--- src/rtl/otp_stream_cryptor.sv ---
// otp_stream_cryptor
//
// One-time-pad stream cipher. Each message word is XORed with exactly one pad
// word and the result is registered toward the sink. Encryption and decryption
// are the same operation. The block counts how many pad words are left. It
// refuses any frame that is empty, longer than MSG_WORDS, or longer than the
// remaining pad, so a pad word can never be reused. Only rst restores the pad
// count.
//
// Ports
//   clk, rst              rising-edge clock, synchronous active-high reset
//   start, len            frame request and its length in words (IDLE only)
//   in_valid/in_ready/in_data     message stream
//   key_valid/key_ready/key_data  pad stream (consumed in lock-step with message)
//   out_valid/out_ready/out_data  ciphertext/plaintext stream, out_last on final word
//   busy                  frame in progress
//   done                  one-cycle pulse after the final word is delivered
//   err                   one-cycle pulse after a rejected start
//   pad_left              unused pad words remaining
module otp_stream_cryptor #(
    parameter int WORD_W    = 16,
    parameter int MSG_WORDS = 15,
    parameter int PAD_WORDS = 64,
    parameter int LEN_W     = $clog2(MSG_WORDS + 1),
    parameter int PAD_W     = $clog2(PAD_WORDS + 1)
) (
    input  logic              clk,
    input  logic              rst,
    input  logic              start,
    input  logic [LEN_W-1:0]  len,
    input  logic              in_valid,
    output logic              in_ready,
    input  logic [WORD_W-1:0] in_data,
    input  logic              key_valid,
    output logic              key_ready,
    input  logic [WORD_W-1:0] key_data,
    output logic              out_valid,
    input  logic              out_ready,
    output logic [WORD_W-1:0] out_data,
    output logic              out_last,
    output logic              busy,
    output logic              done,
    output logic              err,
    output logic [PAD_W-1:0]  pad_left
);

    typedef enum logic [1:0] {
        IDLE = 2'd0,
        RUN  = 2'd1,
        DONE = 2'd2
    } state_t;

    state_t            state;
    state_t            state_nxt;
    logic [LEN_W-1:0]  remaining;
    logic [WORD_W-1:0] data_p1;
    logic              vld_p1;
    logic              last_p1;
    logic              take;
    logic              fire_out;
    logic              start_ok;
    logic              start_bad;

    // A frame is legal only if it is non-empty, fits the frame limit and
    // fits in the pad that is still unused.
    function automatic logic len_ok(input logic [LEN_W-1:0] l,
                                    input logic [PAD_W-1:0] left);
        logic [31:0] l32;
        logic [31:0] left32;
        l32    = 32'(l);
        left32 = 32'(left);
        return (l32 != 32'd0) && (l32 <= 32'(MSG_WORDS)) && (l32 <= left32);
    endfunction

    assign start_ok  = (state == IDLE) && start && len_ok(len, pad_left);
    assign start_bad = (state == IDLE) && start && !len_ok(len, pad_left);

    // A word pair is taken only when both streams offer data and the output
    // register is empty or being emptied in the same cycle.
    assign take     = (state == RUN) && (remaining != '0) && in_valid && key_valid
                      && (!vld_p1 || out_ready);
    assign fire_out = vld_p1 && out_ready;

    // State register
    always_ff @(posedge clk) begin
        if (rst) begin
            state <= IDLE;
        end else begin
            state <= state_nxt;
        end
    end

    // Next-state logic
    always_comb begin
        state_nxt = state;
        case (state)
            IDLE: if (start_ok) state_nxt = RUN;
            RUN:  if (fire_out && last_p1) state_nxt = DONE;
            DONE: state_nxt = IDLE;
            default: state_nxt = IDLE;
        endcase
    end

    // FSM outputs
    always_comb begin
        in_ready  = take;
        key_ready = take;
        busy      = (state == RUN);
        done      = (state == DONE);
    end

    // Frame and pad accounting
    always_ff @(posedge clk) begin
        if (rst) begin
            remaining <= '0;
            pad_left  <= PAD_W'(PAD_WORDS);
            err       <= 1'b0;
        end else begin
            err <= start_bad;
            if (start_ok) begin
                remaining <= len;
            end else if (take) begin
                remaining <= remaining - LEN_W'(1);
            end
            if (take) begin
                pad_left <= pad_left - PAD_W'(1);
            end
        end
    end

    // Stage p1: registered XOR result, held while the sink stalls
    always_ff @(posedge clk) begin
        if (rst) begin
            vld_p1  <= 1'b0;
            data_p1 <= '0;
            last_p1 <= 1'b0;
        end else if (take) begin
            vld_p1  <= 1'b1;
            data_p1 <= in_data ^ key_data;
            last_p1 <= (remaining == LEN_W'(1));
        end else if (fire_out) begin
            vld_p1  <= 1'b0;
        end
    end

    assign out_valid = vld_p1;
    assign out_data  = data_p1;
    assign out_last  = last_p1;

endmodule

--- config.mk ---
export PLATFORM = sky130hd
export DESIGN_NAME = otp_stream_cryptor
export DESIGN_NICKNAME = d
export VERILOG_FILES = /design/src/rtl/otp_stream_cryptor.sv
export SDC_FILE = /design/constraint.sdc
export NUM_CORES = 1
export LEC_CHECK = 0
export CORE_ASPECT_RATIO = 1.2
export CORE_MARGIN = 2
export CORE_UTILIZATION = 30
export DETAILED_ROUTE_END_ITERATION = 10
export PLACE_DENSITY = 0.69
export RECOVER_POWER = 50
export SETUP_SLACK_MARGIN = 0.5
export SLEW_MARGIN = 20
export SYNTH_ARGS = -nofsm -noshare
export SYNTH_HDL_FRONTEND = slang
export SYNTH_SLANG_ARGS = --single-unit
--- constraint.sdc ---
create_clock -name clk -period 3 [get_ports clk]
set_input_delay 0.75 -clock clk [delete_from_list [all_inputs] [get_ports clk]]
set_output_delay 0.75 -clock clk [all_outputs]
set_load 0.02 [all_outputs]
==> flow_summary.toml, run 1 <==
[critical_path]
rrSetupSlack_ps = 730
cp-start-kind = "input port"
cp_max_fo = 7
crit_type = "in2out"
r2r_start = "remaining[0]"
required_ps = 2250
reg2reg_depth = 8
worstPathArrival_ps = 1650
cp-endpoint = "key_ready"
timing.rr.end = "pad_left[6]"
critPathLaunch = "in_valid"
endpoint_kind = "output port"

[worst_hold_path]
hp-class = "reg2reg"
holdCritStartpoint = "out_data[1]"

[synthesis]
ys_warn_count = 0
seq_area_frac_synth_pct = 41.8
ys_ff_latch = 32
syn_inst = 168
synth_fp_nets = 217
ys_types = 32
synth.avg_cell_area_um2 = 9.12
syn-cell-area_um2 = 1530

[clocking]
h-tree-depth = 2
clockBufferDepth = 2
cts-root-buf = "clkbuf_8"
cts_tree = "yes"
clock_latency_ps = 280
cts_hold_buf = 0
cts.sinks = 32
post-cts-setup-buffers = 0
cts_buffers = 5
path_clk_slew_ps = 60

[route]
first_pass_iters = 4
drtAntennaViolNets = 0
avgRoutedWirePerCell_um = 11.3
dr.first_iter.drc_count = 41
post-route-drc-count = 0
num_vias = 1406
vias_per_cell = 4.63
routed_wl_mm = 3.43

[power]
vdd_drop_max_mv = 0.280
leakage_nw = 0.892
power.density_nw_per_um2 = 417
total_power_mw = 1.02

[sta]
worst_slew_pin_slew_ps = 1440
fin_skew_ps = 6.28
period_needed_ps = 2400
fmax_ghz = 0.416
maxSlewHeadroom_pct = 3.70
postLayoutSetupSlackWorst_ps = 596
finalMaxSlewViolations = 0
setup_violations = 0
period_share_pct = 80.1
rsz0062_at_grt = "false"
hold_viol = 0
setup_tns_ps = 0

[layout]
final_cell_area_um2 = 2450
n_antenna_cell = 0
finalNetCount = 293
drive_gt1_share_pct = 7.79
area_growth_pct = 60.0
final_util_pct = 49.6

[global_routing]
gr-total-overflow = 0
grt_pass1_wl_mm = 5.84
busiest_layer = "met2"
track_usage_pct = 12.9
grt_max_degree = 36
met2_usage_pct = 23.5
grt_pass1_vias = 1356
met3_usage_pct = 5.34
antenna_found_initial = 0
grt.met1_usage_pct = 13.4

[status]
outcome = "completed"

[place]
dpl.hpwl_mm = 2.63
port_buffers = 71
gp_congestion = 0.814
pre_cts_slack_ps = -170
place_area_um2 = 2340

[floorplanning]
die_area_um2 = 5700
dieWidth_um = 69.2
initial_utilization_pct = 31.0
fp-row-count = 28
num_io_pins = 72
die_y_um = 82.3
design.core.area_um2 = 4940

[run]
maxCapViolCount = 0
cells in the mapped netlist:
library cell | number | share of area [%]
o311a_1 | 1 | 0.65
nor2b_1 | 3 | 1.2
o21a_1 | 1 | 0.49
or2_2 | 1 | 0.41
nor2_1 | 26 | 6.4
nand4_2 | 1 | 0.82
a21oi_1 | 5 | 1.6
ha_1 | 7 | 5.7
o31a_1 | 1 | 0.57
nand3_1 | 3 | 0.98
o211ai_1 | 1 | 0.49
or3_1 | 1 | 0.41
o22a_1 | 1 | 0.57
dfxtp_1 | 32 | 42
mux2i_1 | 1 | 0.65
xor2_1 | 3 | 1.7
nor3b_1 | 3 | 1.5
buf_4 | 1 | 0.49
nand4_1 | 1 | 0.41
nor3_1 | 4 | 1.3
nor4_1 | 3 | 1.2
nand2_1 | 7 | 1.7
nand3b_1 | 1 | 0.49
nand4b_1 | 1 | 0.57
xnor2_1 | 20 | 11
clkbuf_1 | 7 | 1.7
a21o_1 | 1 | 0.49
a211oi_1 | 19 | 9.3
nand2b_1 | 2 | 0.82
a221oi_4 | 1 | 1.7
inv_1 | 8 | 2.0
o21ai_0 | 1 | 0.33
report_power, final:
part / leakage [nW] / switching, mW / internal [mW]
Clock: 0.0503 / 0.149 / 0.204
Sequential: 0.260 / 0.0142 / 0.444
Combinational: 0.582 / 0.0924 / 0.119
critical path: stages:
cell           delay, ps
dlygate4sd2_1        190
nand4b_1             180
a221oi_4             260
buf_12               160
buf_8                110
timing repair:
item                       in CTS  in global routing
resized for setup              19                  3
setup endpoints to repair       3                  3
pin swaps                       2                  1
cloned                          0                  0
routing by layer:
layer / vias to the layer above / wire [um]
met3: 6 / 285
met2: 46 / 1670
met5: - / 0
li1: 733 / -
met4: 0 / 55
met1: 621 / 1420
worst min-delay path by stage:
| stage | depth (start not counted) | end |
|---|---|---|
| 4_1_cts | 2 | out_last |
| 2_1_floorplan | 2 | remaining[3] |
| 6_report | 2 | out_data[1] |
| 5_1_grt | 2 | out_data[3] |
| 3_3_place_gp | 2 | out_last |
| 3_5_place_dp | 2 | out_last |
layout by cell type, fill, tap and decap left out, types with 2 or more instances in the layout:
cell	count
inv_1	7
xor2_1	3
nor2_1	26
dfxtp_1	32
dlygate4sd3_1	14
nor4_1	3
nor2b_1	3
xnor2_1	20
clkdlybuf4s50_1	51
buf_8	2
nand2b_1	2
nor3b_1	3
clkbuf_8	7
ha_1	7
buf_4	3
nor3_1	4
nand3_1	3
a21oi_1	5
nand2_1	7
a211oi_1	18
dlygate4sd2_1	3
cells by family after synthesis:
logic type | Yosys count | synth area share [%]
xor gates and xnor gates | 23 | 13.2
AOI/OAI and AO/OA | 32 | 16.3
buffers and inverters | 16 | 4.17
DFF | 32 | 41.8
and+or+nand+nor | 57 | 18.2
adders and majority gates | 7 | 5.72
muxes | 1 | 0.654
per-stage QoR:
stage	cells	hold WS (ps)
floorplan	168	482
global route	304	513
finish	304	495
global placement	297	485
detailed placement	297	489
CTS	304	499
final cells by class:
type                       instances  area [um2]
tap                               60        75.1
fill                             464        2490
multi-input combinational        120         832
clock buffer                       7        96.3
sequential                        32         641
timing repair buffer              77         777
inverter                           8        30.0
flip-flops by register name, summed over array words and instances (netlist names):
register and cells:
state 2, err 1, remaining 4, out_data 16, out_valid 1, pad_left 7, out_last 1
No activity file was read; power rests on OpenSTA's default activity.
==> inputs of run 2 (changes only) <==
==> constraint.sdc (replaced) <==
create_clock -name clk -period 2.5 [get_ports clk]
set_input_delay 0.625 -clock clk [delete_from_list [all_inputs] [get_ports clk]]
set_output_delay 0.625 -clock clk [all_outputs]
set_load 0.02 [all_outputs]
==> run 2 against run 1 <==
Combinational power up 29%; cell area up 2.5%; cell count is 3.6% higher; register-to-register slack got worse by 220 ps; clock skew down 1.1 ps; sequential power grew 20%; utilization rose by 1.2 points; first-iteration DRC count fell by 59%; sequential cell count unchanged; clock power grew 16%; critical endpoint is now remaining[3].
==> flow_summary.toml, run 2 (synthesis results as in run 1) <==
[worst_hold_path]
hold_depth = 2
hp-class = "reg2reg"

[clocking]
h-tree-depth = 2
cts_buffers = 5
path_clk_slew_ps = 70
clock_latency_ps = 290
cts_hold_buf = 0
cts-root-buf = "clkbuf_8"
cts_tree = "yes"
clockBufferDepth = 2
cts.sinks = 32

[layout]
final_common_cell = "clkdlybuf4s50_1"
finalNetCount = 303
largest_register_ffs = 16
drive_gt1_share_pct = 15.7
area_growth_pct = 64.0
n_antenna_cell = 0
layout_common_cells = "clkdlybuf4s50_1, dfxtp_1, nor2_1"
stdcell_count = 315
fillers = 488

[sta]
setup_violations = 0
period_share_pct = 83.0
worst_slew_pin_slew_ps = 893
finalMaxSlewViolations = 0
fmax_ghz = 0.482
hold_viol = 0
period_needed_ps = 2070
rsz0062_at_grt = "true"
maxSlewHeadroom_pct = 40.5
postLayoutSetupSlackWorst_ps = 426
fin_skew_ps = 5.18

[place]
port_buffers = 71
dpl.hpwl_mm = 2.82
gp_congestion = 0.763
dp_cells = 304
pre_cts_slack_ps = -427

[floorplanning]
dieWidth_um = 69.2
initial_utilization_pct = 31.0
design.core.area_um2 = 4940
num_io_pins = 72
fp-row-count = 28
die_area_um2 = 5700
die_y_um = 82.3

[power]
leakage_nw = 0.912
total_power_mw = 1.23
power.density_nw_per_um2 = 490
vdd_drop_max_mv = 0.270

[critical_path]
cp-endpoint = "remaining[3]"
required_ps = 2710
cp-start-kind = "input port"
rrSetupSlack_ps = 510
reg2reg_depth = 7
critPathLaunch = "len[3]"
crit_chain = "dlygate4sd2_1 -> ha_1 -> nor2_1 -> nor4_1 -> o311a_4 -> buf_4 -> o211ai_1 -> a21oi_1"
crit_buf_inv = 2
endpoint_kind = "flop"
cpLargestDelayFamily = "compound AO/OA/AOI/OAI gates"
cp_slowest_cell = "nor4_1"
worstPathArrival_ps = 2280
path_depth = 8
timing.rr.end = "pad_left[6]"
cp_max_fo = 6
slowest_delay_ps = 370
r2r_start = "state[1]"
crit_type = "in2reg"

[route]
vias_per_cell = 4.65
avgRoutedWirePerCell_um = 11.6
post-route-drc-count = 0
routed_wl_mm = 3.66
first_pass_iters = 4
drtAntennaViolNets = 0
dr.first_iter.drc_count = 17
num_vias = 1465

[status]
outcome = "completed"

[global_routing]
grt_max_degree = 38
gr-total-overflow = 0
grt_pass1_wl_mm = 6.26
track_usage_pct = 13.8
antenna_found_initial = 0
grt_pass1_vias = 1397

[run]
maxCapViolCount = 0
## run 2: cell types whose count changed in the layout (fill, tap and decap cells not counted), sizes merged, moves of 2 or more
cell / delta
dlygate4sd3: -3
clkinvlp: +2
clkdlybuf4s50: -7
clkbuf: +5
dlygate4sd2: +3
buf: +11
## run 2: report_power, final
group	internal, mW	total, mW	switching (mW)
combinational	0.153	0.274	0.121
clock	0.197	0.408	0.211
sequential	0.533	0.548	0.0158
total	0.883	1.23	0.348
## run 2: area by class of cell
cell class                 count  area (um2)  area share, %
inverter                       8        30.0           1.20
clock buffer                   5        68.8           2.74
sequential                    32         643           25.6
timing repair buffer          87         786           31.3
tap                           60        75.1           2.99
clock inverter                 3        23.8          0.947
multi-input combinational    120         885           35.2
## run 2: tightest hold or removal path: stages, from the launching register on
cell and delay, ps:
dfxtp_1 320, nand2b_1 70, a21oi_1 50
## run 2: how the worst min path moves through the flow
stage                 startpoint            to  slack, ps
finish                  out_last      out_last        490
global route         out_data[0]   out_data[0]        520
CTS                     out_last      out_last        500
detailed placement      out_last      out_last        490
global placement        out_last      out_last        480
floorplan           remaining[3]  remaining[3]        480
## run 2: routing by layer
layer | GRT usage [%] | wire length, um | vias up | part of all wire [%]
li1 | - | - | 763 | -
met1 | 15.2 | 1450 | 655 | 40
met2 | 24.5 | 1900 | 42 | 52
met3 | 4.98 | 269 | 5 | 7.3
met4 | 5.69 | 40 | 0 | 1.1
met5 | 0 | 0 | - | 0
## run 2: repair_timing
item                                    CTS  global route
endpoints found under the hold margin     0             0
setup buffers                             3             0
endpoints found under the setup margin   32            14
resized for setup                        43             7
pin swaps                                 6             5
## run 2: per-stage QoR
stage / area, um2 / hold slack (ps) / utilization (%) / setup TNS [ps]
2_1_floorplan: 1580 / 482 / - / 0
5_1_grt: 2510 / 521 / 50.8 / 0
4_1_cts: 2560 / 498 / 51.8 / 0
6_report: 2510 / 492 / 50.8 / 0
3_3_place_gp: 2420 / 480 / 49.0 / -1980
3_5_place_dp: 2420 / 486 / 49.0 / -2530
==> variant, RTL diff (settings of run 2) <==
Set the parameter `PAD_WORDS` to 32 (it was 64).
--- a/src/rtl/otp_stream_cryptor.sv
+++ b/src/rtl/otp_stream_cryptor.sv
@@ -21,5 +21,5 @@
     parameter int WORD_W    = 16,
     parameter int MSG_WORDS = 15,
-    parameter int PAD_WORDS = 64,
+    parameter int PAD_WORDS = 32,
     parameter int LEN_W     = $clog2(MSG_WORDS + 1),
     parameter int PAD_W     = $clog2(PAD_WORDS + 1)
Ports: changed (resized pad_left); port bits go from 72 to 71. No check against the original RTL was run, so the function may have changed too.
==> variant against run 2 <==
- sequential cell count is 1 lower
- synthesized cell count is 2.4% higher
- critical path depth is 3 lower
- sequential power is 2% lower
- non-clock buffer count stayed put
- largest power group unchanged
- sequential share of layout area is 1.2 points lower
- register-to-register slack worse by 100 ps
- clock power is 5.6% lower
- critical endpoint is now key_ready
- total power is 0.14% higher
- largest cell class unchanged
- synthesized area is 7.7% higher
- global-route usage is 0.87 points lower
- setup slack worse by 59 ps
- final area is 1.5% higher
- routed wire length is 6.3% higher
==> variant: results <==
{
  "status": "finished, final reports clean",
  "wl_mm": 3.892,
  "pre_cts_slack_ps": -416.2,
  "clk_latency_ps": 270,
  "syn-num-nets": 221,
  "netlist-cell-type-count": 34,
  "yosysSeqAreaShare": 0.3763,
  "r2r-start": "remaining[0]",
  "p_leak_nw": 0.9593,
  "arrival_ps": 1510,
  "cts.path.max_buffers": 2,
  "dp_hpwl_mm": 3.100,
  "grt_max_degree": 24,
  "ir_drop_mv": 0.2600,
  "gr-usage-all-layers": 0.1296,
  "ctsRootBufferMaster": "clkbuf_8",
  "gp_congestion": 0.8390,
  "largest_reg_flops": 16,
  "wl_per_cell_um": 12.16,
  "synthTopCellsByCount": "dfxtp_1, nor2_1, xnor2_1",
  "grt_pass1_vias": 1384,
  "worst-r2r-setup-slack_ps": 410,
  "worst_path_max_delay_cell": "dfxtp_1",
  "cts_htree_levels": 2,
  "first_iter_violations": 47,
  "synth_mux_area_frac": 0,
  "vias_per_cell": 4.625,
  "whs_ps": 504.0,
  "yosys_most_used_dff": "dfxtp_1",
  "ys_top_cells_by_area": "dfxtp_1, a211oi_2, xnor2_1",
  "worstPathMaxFanout": 4,
  "endpoint": "key_ready",
  "synth_compound_area_frac": 0.2071,
  "synth-async-reset-ratio": 0,
  "yosys.area_share.adder": 0.05311,
  "path_class": "reg2out",
  "min_from": "out_data[10]",
  "synth_xor_xnor_area_share": 0.1222,
  "tightest_slew_ps": 534.2,
  "cpPeakStageDelay_ps": 360,
  "synth_warnings": 0,
  "fill_cells": 491,
  "rr_endpoint": "pad_left[5]",
  "drive_gt1_frac": 0.1822,
  "crit_family": "buffers and inverters",
  "dr.pass1.iters": 4,
  "final_nets": 307,
  "hold_path.class": "reg2reg",
  "min_path_cells": 2,
  "fin_ws_ps": 367.4,
  "min_delay_worst_endpoint": "out_data[10]",
  "numCtsBuffers": 5,
  "finClkSkew_ps": 9.571,
  "fin_area_um2": 2550,
  "numPortBuffers": 70,
  "ctsHoldBuffers": 0,
  "ff2ff_path_depth": 8,
  "synth_cells": 172
}
[variant: layer usage]
metal	share of wire	track usage	vias to the layer above
met5	0	0	-
met4	0.0082	0.04974	0
met3	0.068	0.03800	4
met2	0.48	0.2172	50
met1	0.44	0.1552	663
li1	-	-	763
[variant: area by class of cell]
| cell class | count | area share |
|---|---|---|
| Tap cell | 62 | 0.03042 |
| Sequential cell | 31 | 0.2444 |
| Inverter | 8 | 0.01178 |
| Clock buffer | 6 | 0.03238 |
| Multi-Input combinational cell | 125 | 0.3660 |
| Clock inverter | 1 | 0.001963 |
| Timing Repair Buffer | 87 | 0.3131 |
[variant: power by group]
| part | switching (mW) | internal [mW] | total (mW) |
|---|---|---|---|
| clock | 0.169 | 0.216 | 0.385 |
| sequential | 0.0181 | 0.519 | 0.537 |
| combinational | 0.143 | 0.168 | 0.311 |
[variant: repair_timing]
action,CTS,global route
gates resized for setup,32,5
setup buffers,1,2
endpoints found under the setup margin,33,3
pin swaps,7,2
